--- src/rtl/memory_board_ctrl.sv ---
// Game sequencer for the 4x4 memory-card board: pair picks, match/mismatch handling, scoring.
// Optional MEMBOARD_VSYNC_EN presents face_up/matched through a frame_start-latched shadow.
module memory_board_ctrl #(
    // Position p holds pair ID (p mod 8), so positions p and p+8 form a pair.
    parameter logic [47:0] LAYOUT      = 48'hFAC688_FAC688,
    parameter int unsigned HIDE_CYCLES = 25_000_000
) (
    input  logic        clk,
    input  logic        rst_n,
    input  logic [3:0]  sel_pos,
    input  logic        sel_valid,
    input  logic        restart,
    input  logic        frame_start,
    output logic [15:0] face_up,
    output logic [15:0] matched,
    output logic        busy,
    output logic [3:0]  pairs,
    output logic [7:0]  attempts,
    output logic        game_done
);
    localparam int CW = $clog2(HIDE_CYCLES + 1);

    typedef enum logic [2:0] {PICK1, PICK2, COMPARE, MISMATCH_HOLD, DONE} state_t;

    state_t         state, state_n;
    logic [3:0]     first_pos, first_pos_n, second_pos, second_pos_n;
    logic [15:0]    face_q, face_n, match_q, match_n;
    logic [3:0]     pairs_q, pairs_n;
    logic [7:0]     attempts_q, attempts_n;
    logic [CW-1:0]  hold_cnt, hold_cnt_n;
    logic           busy_q, busy_n, done_q, done_n;
    logic           pick_ok;
    logic [2:0]     pair_id [16];

    for (genvar g = 0; g < 16; g++) begin : g_ids
        assign pair_id[g] = LAYOUT[3*g+2 : 3*g];
    end

    always_ff @(posedge clk or negedge rst_n) begin
        if (!rst_n) begin
            state      <= PICK1;
            first_pos  <= '0;
            second_pos <= '0;
            face_q     <= '0;
            match_q    <= '0;
            pairs_q    <= '0;
            attempts_q <= '0;
            hold_cnt   <= '0;
            busy_q     <= 1'b0;
            done_q     <= 1'b0;
        end else begin
            state      <= state_n;
            first_pos  <= first_pos_n;
            second_pos <= second_pos_n;
            face_q     <= face_n;
            match_q    <= match_n;
            pairs_q    <= pairs_n;
            attempts_q <= attempts_n;
            hold_cnt   <= hold_cnt_n;
            busy_q     <= busy_n;
            done_q     <= done_n;
        end
    end

    assign pick_ok = sel_valid && (state == PICK1 || state == PICK2)
                     && !face_q[sel_pos] && !match_q[sel_pos];

    always_comb begin
        state_n      = state;
        first_pos_n  = first_pos;
        second_pos_n = second_pos;
        face_n       = face_q;
        match_n      = match_q;
        pairs_n      = pairs_q;
        attempts_n   = attempts_q;
        hold_cnt_n   = '0;
        if (restart) begin
            state_n    = PICK1;
            face_n     = '0;
            match_n    = '0;
            pairs_n    = '0;
            attempts_n = '0;
        end else begin
            case (state)
                PICK1: if (pick_ok) begin
                    first_pos_n     = sel_pos;
                    face_n[sel_pos] = 1'b1;
                    state_n         = PICK2;
                end
                PICK2: if (pick_ok) begin
                    second_pos_n    = sel_pos;
                    face_n[sel_pos] = 1'b1;
                    if (attempts_q != 8'hFF)
                        attempts_n = attempts_q + 8'd1;
                    state_n = COMPARE;
                end
                COMPARE: begin
                    if (pair_id[first_pos] == pair_id[second_pos]) begin
                        match_n[first_pos]  = 1'b1;
                        match_n[second_pos] = 1'b1;
                        pairs_n = pairs_q + 4'd1;
                        state_n = (pairs_q == 4'd7) ? DONE : PICK1;
                    end else begin
                        hold_cnt_n = CW'(HIDE_CYCLES - 1);
                        state_n    = MISMATCH_HOLD;
                    end
                end
                MISMATCH_HOLD: begin
                    if (hold_cnt == '0) begin
                        face_n[first_pos]  = 1'b0;
                        face_n[second_pos] = 1'b0;
                        state_n = PICK1;
                    end else begin
                        hold_cnt_n = hold_cnt - CW'(1);
                    end
                end
                DONE: begin
                    face_n  = '1;
                    match_n = '1;
                end
                default: state_n = PICK1;
            endcase
        end
        busy_n = (state_n == COMPARE) || (state_n == MISMATCH_HOLD) || (state_n == DONE);
        done_n = (state_n == DONE);
    end

    assign busy      = busy_q;
    assign game_done = done_q;
    assign pairs     = pairs_q;
    assign attempts  = attempts_q;

`ifdef MEMBOARD_VSYNC_EN
    logic [15:0] face_sh, match_sh;

    // Restart blanks the display at once rather than waiting for the next frame.
    always_ff @(posedge clk or negedge rst_n) begin
        if (!rst_n) begin
            face_sh  <= '0;
            match_sh <= '0;
        end else if (restart) begin
            face_sh  <= '0;
            match_sh <= '0;
        end else if (frame_start) begin
            face_sh  <= face_q;
            match_sh <= match_q;
        end
    end

    assign face_up = face_sh;
    assign matched = match_sh;
`else
    logic unused_frame_start;
    assign unused_frame_start = frame_start;
    assign face_up = face_q;
    assign matched = match_q;
`endif

endmodule
--- config.mk ---
export PLATFORM = sky130hd
export DESIGN_NAME = memory_board_ctrl
export DESIGN_NICKNAME = d
export VERILOG_FILES = /design/src/rtl/memory_board_ctrl.sv
export SDC_FILE = /design/constraint.sdc
export NUM_CORES = 1
export LEC_CHECK = 0
export CAP_MARGIN = 20
export CELL_PAD_IN_SITES_DETAIL_PLACEMENT = 1
export CELL_PAD_IN_SITES_GLOBAL_PLACEMENT = 1
export CORE_ASPECT_RATIO = 1.75
export CORE_UTILIZATION = 43
export CTS_CLUSTER_SIZE = 24
export DETAILED_ROUTE_END_ITERATION = 6
export PLACE_DENSITY_LB_ADDON = 0.1
export SETUP_SLACK_MARGIN = 0.05
export SYNTH_ARGS = -nofsm -noshare
export SYNTH_HDL_FRONTEND = slang
export SYNTH_SLANG_ARGS = --single-unit
--- constraint.sdc ---
create_clock -name clk -period 2.8 [get_ports clk]
set_input_delay 0.28 -clock clk [delete_from_list [all_inputs] [get_ports clk]]
set_output_delay 0.28 -clock clk [all_outputs]
set_load 0.03 [all_outputs]
==> results.json <==
{
  "status": "complete, no violations",
  "n_fill_cell": 1093,
  "worstRegToRegCells": 9,
  "grt.total_usage": 0.277,
  "pwr-share-clk": 0.299,
  "initial_core_util": 0.446,
  "hold_violations": 0,
  "fin_tns_setup_ns": 0,
  "seqPwrFrac": 0.307,
  "power_frac_comb": 0.394,
  "num_rows": 47,
  "htreeDepth": 3,
  "reg2reg_slack_ns": 0.26,
  "timing.rr.end": "hold_cnt[4]",
  "power.internal_w": 0.00311,
  "antenna_found_initial": 0,
  "dr.pass1.iters": 4,
  "async_flop_share": 1.00,
  "p_per_area_nw_per_um2": 898,
  "synth_edf_count": 0,
  "r2r-start": "hold_cnt[0]",
  "port_buffers": 53,
  "drv_cap": 0,
  "die_h_um": 134,
  "ys.warnings.count": 0,
  "seq_area_frac_synth": 0.480,
  "tightest_slew_ns": 0.781,
  "grt_pass1_wl_um": 21800,
  "path_max_fanout": 12,
  "netlist_area_sq_um": 4280,
  "cts_buffers": 9,
  "period_share": 0.938,
  "antennaDiodeCount": 0,
  "switching_power_w": 0.00180,
  "wire_per_inst_um": 21.2,
  "top_level_ports": 55,
  "clk_pin_slew_ns": 0.06,
  "drcViolationCount": 0,
  "synth-seq-cells": 82,
  "postRouteAntennaNets": 0,
  "end_kind": "flip-flop",
  "p_leak_nw": 2.38,
  "vias_per_cell": 5.95,
  "relSlewSlack": 0.479,
  "yosys.cell_types.count": 45,
  "power_w": 0.00491,
  "grt_pass1_vias": 4102,
  "fmax_ghz": 0.381,
  "drv_slew": 0,
  "path_class": "primary input to flip-flop",
  "cts_tree": "done",
  "fin_hold_ws_ns": 0.319,
  "cp.required_ns": 3.03,
  "first_iter_violations": 195,
  "grt_setup_unrepaired": "no",
  "period_minus_slack_ns": 2.63,
  "dr_total_vias": 3759,
  "synthFlopType": "dfrtp_1",
  "hpwlAfterDp_um": 9320,
  "final_util": 0.570,
  "setup_viol": 0,
  "cp-start-kind": "primary input",
  "irDropWorstVdd_v": 0.000586,
  "die_x_um": 77.4,
  "syn_to_final_growth_pct": 27.8,
  "syn_inst": 441,
  "gp_congestion": 0.912,
  "final_area_sq_um": 5470,
  "coreArea_sq_um": 9590,
  "die_area_sq_um": 10400,
  "grt_max_degree": 83,
  "postSynthAreaPerCell_sq_um": 9.69,
  "clk_latency_ns": 0.35,
  "p_sw_frac": 0.366,
  "clock_sinks": 82,
  "hold_class": "primary input to asynchronous set/reset pin",
  "grt-ovfl-total": 0,
  "nNetsFinal": 517,
  "cts_root_buffer": "clkbuf_16",
  "max-clock-path-buffers": 2,
  "wl_um": 13400,
  "drive_above_1_share": 0.141,
  "synthesis.nets": 453,
  "skew_ns": 0.00716,
  "place_area_sq_um": 5040,
  "crit_arrival_ns": 2.86
}
## power groups by stage
stage	logic [W]	registers, W	clock network (W)
2_1_floorplan	0.00128	0.00148	0
4_1_cts	0.00189	0.00150	0.00149
5_1_grt	0.00212	0.00152	0.00153
6_report	0.00194	0.00151	0.00147
3_3_place_gp	0.00179	0.00150	0
3_5_place_dp	0.00184	0.00152	0
## how the worst max path moves through the flow
stage,slack (ns),start,to
after floorplan,0.28,hold_cnt[0],face_up[9]
after global placement,-0.07,sel_pos[0],first_pos[3]
after detailed placement,-0.09,sel_pos[0],first_pos[2]
after CTS,0.11,hold_cnt[0],hold_cnt[13]
after global routing,0.08,hold_cnt[0],hold_cnt[13]
final,0.17,sel_pos[0],attempts[4]
## Yosys cell counts (4+ instances only)
cell	number	area [sq um]
dfrtp_1	82	2050
nor2_1	48	180
a21oi_1	37	185
a211oi_1	34	255
o21ai_0	21	105
clkbuf_1	20	75.1
xnor2_1	20	175
nand2_1	17	63.8
o22ai_1	16	100
nand2b_1	14	87.6
nor3_1	13	65.1
nor4_1	11	68.8
inv_1	8	30.0
mux2_2	8	90.1
nand3_1	8	40.0
nor2b_1	7	43.8
or2_2	7	43.8
or3_1	7	43.8
or4_1	7	52.6
xor2_1	7	61.3
buf_2	5	25.0
nor3b_1	5	37.5
mux2_4	4	60.1
## metal layers
metal / wire, um / up-vias / global-route usage
met5: 0 / - / 0
met4: 559 / 0 / 0.159
met3: 343 / 33 / 0.0401
met2: 7530 / 85 / 0.518
met1: 4970 / 1910 / 0.287
li1: - / 1731 / -
## layout by cell type (no fill, tap or decap), types with 2 or more instances in the layout
cell / instances
nand2b_1: 14
o21ai_0: 21
mux2_2: 8
or4_1: 7
nor3_1: 12
clkbuf_16: 9
buf_12: 2
o31ai_1: 3
nand3_1: 8
o211ai_1: 3
and2_1: 2
nand3b_1: 2
mux2i_1: 3
a21oi_1: 37
nor2_1: 48
nor4_1: 10
inv_1: 8
xor2_1: 7
mux2_4: 4
dfrtp_1: 82
or2_2: 7
nor2b_1: 7
or3_1: 7
ha_1: 3
nor3b_1: 5
clkdlybuf4s50_1: 51
nand2_1: 17
o22ai_1: 16
buf_4: 24
a31oi_1: 3
bufinv_16: 4
a211oi_1: 34
xnor2_1: 20
## cell type report
type	instances	area [sq um]	area share
Multi-Input combinational cell	324	2090	0.383
Inverter	8	30.0	0.00549
Clock inverter	7	141	0.0259
Tap cell	122	153	0.0279
Sequential cell	82	2050	0.375
Clock buffer	9	225	0.0412
Timing Repair Buffer	80	773	0.141
## registers in the layout (all words and copies together), names as in the netlist
signal,count
face_up,16
matched,16
state,3
pairs,4
hold_cnt,25
game_done,1
busy,1
attempts,8
second_pos,4
first_pos,4
## worst max-delay path, cell delays in order
cell	delay, ns
clkdlybuf4s50_1	0.58
mux4_2	0.53
nand2b_1	0.11
nand4_2	0.10
or2_4	0.28
buf_4	0.18
nor4_1	0.39
mux2_2	0.39
## metrics by stage
step,instances,setup WS [ns]
2_1_floorplan,441,0.277
3_3_place_gp,614,-0.0652
3_5_place_dp,614,-0.0933
4_1_cts,630,0.111
5_1_grt,632,0.0793
6_report,632,0.173
## timing repair
action,4_1_cts,5_1_grt
hold buffers,0,1
endpoints found under the hold margin,0,12
endpoints found under the setup margin,0,17
buffers inserted,0,0
gates resized for setup,0,3
## logic make-up after synthesis
logic type,synth area share
AOI/OAI and AO/OA,0.177
xor gates and xnor gates,0.0553
adders and majority gates,0.00878
buffers and inverters,0.0357
DFF,0.480
muxes,0.0474
and+or+nand+nor,0.195
No activity file was read; power rests on OpenSTA's default activity.
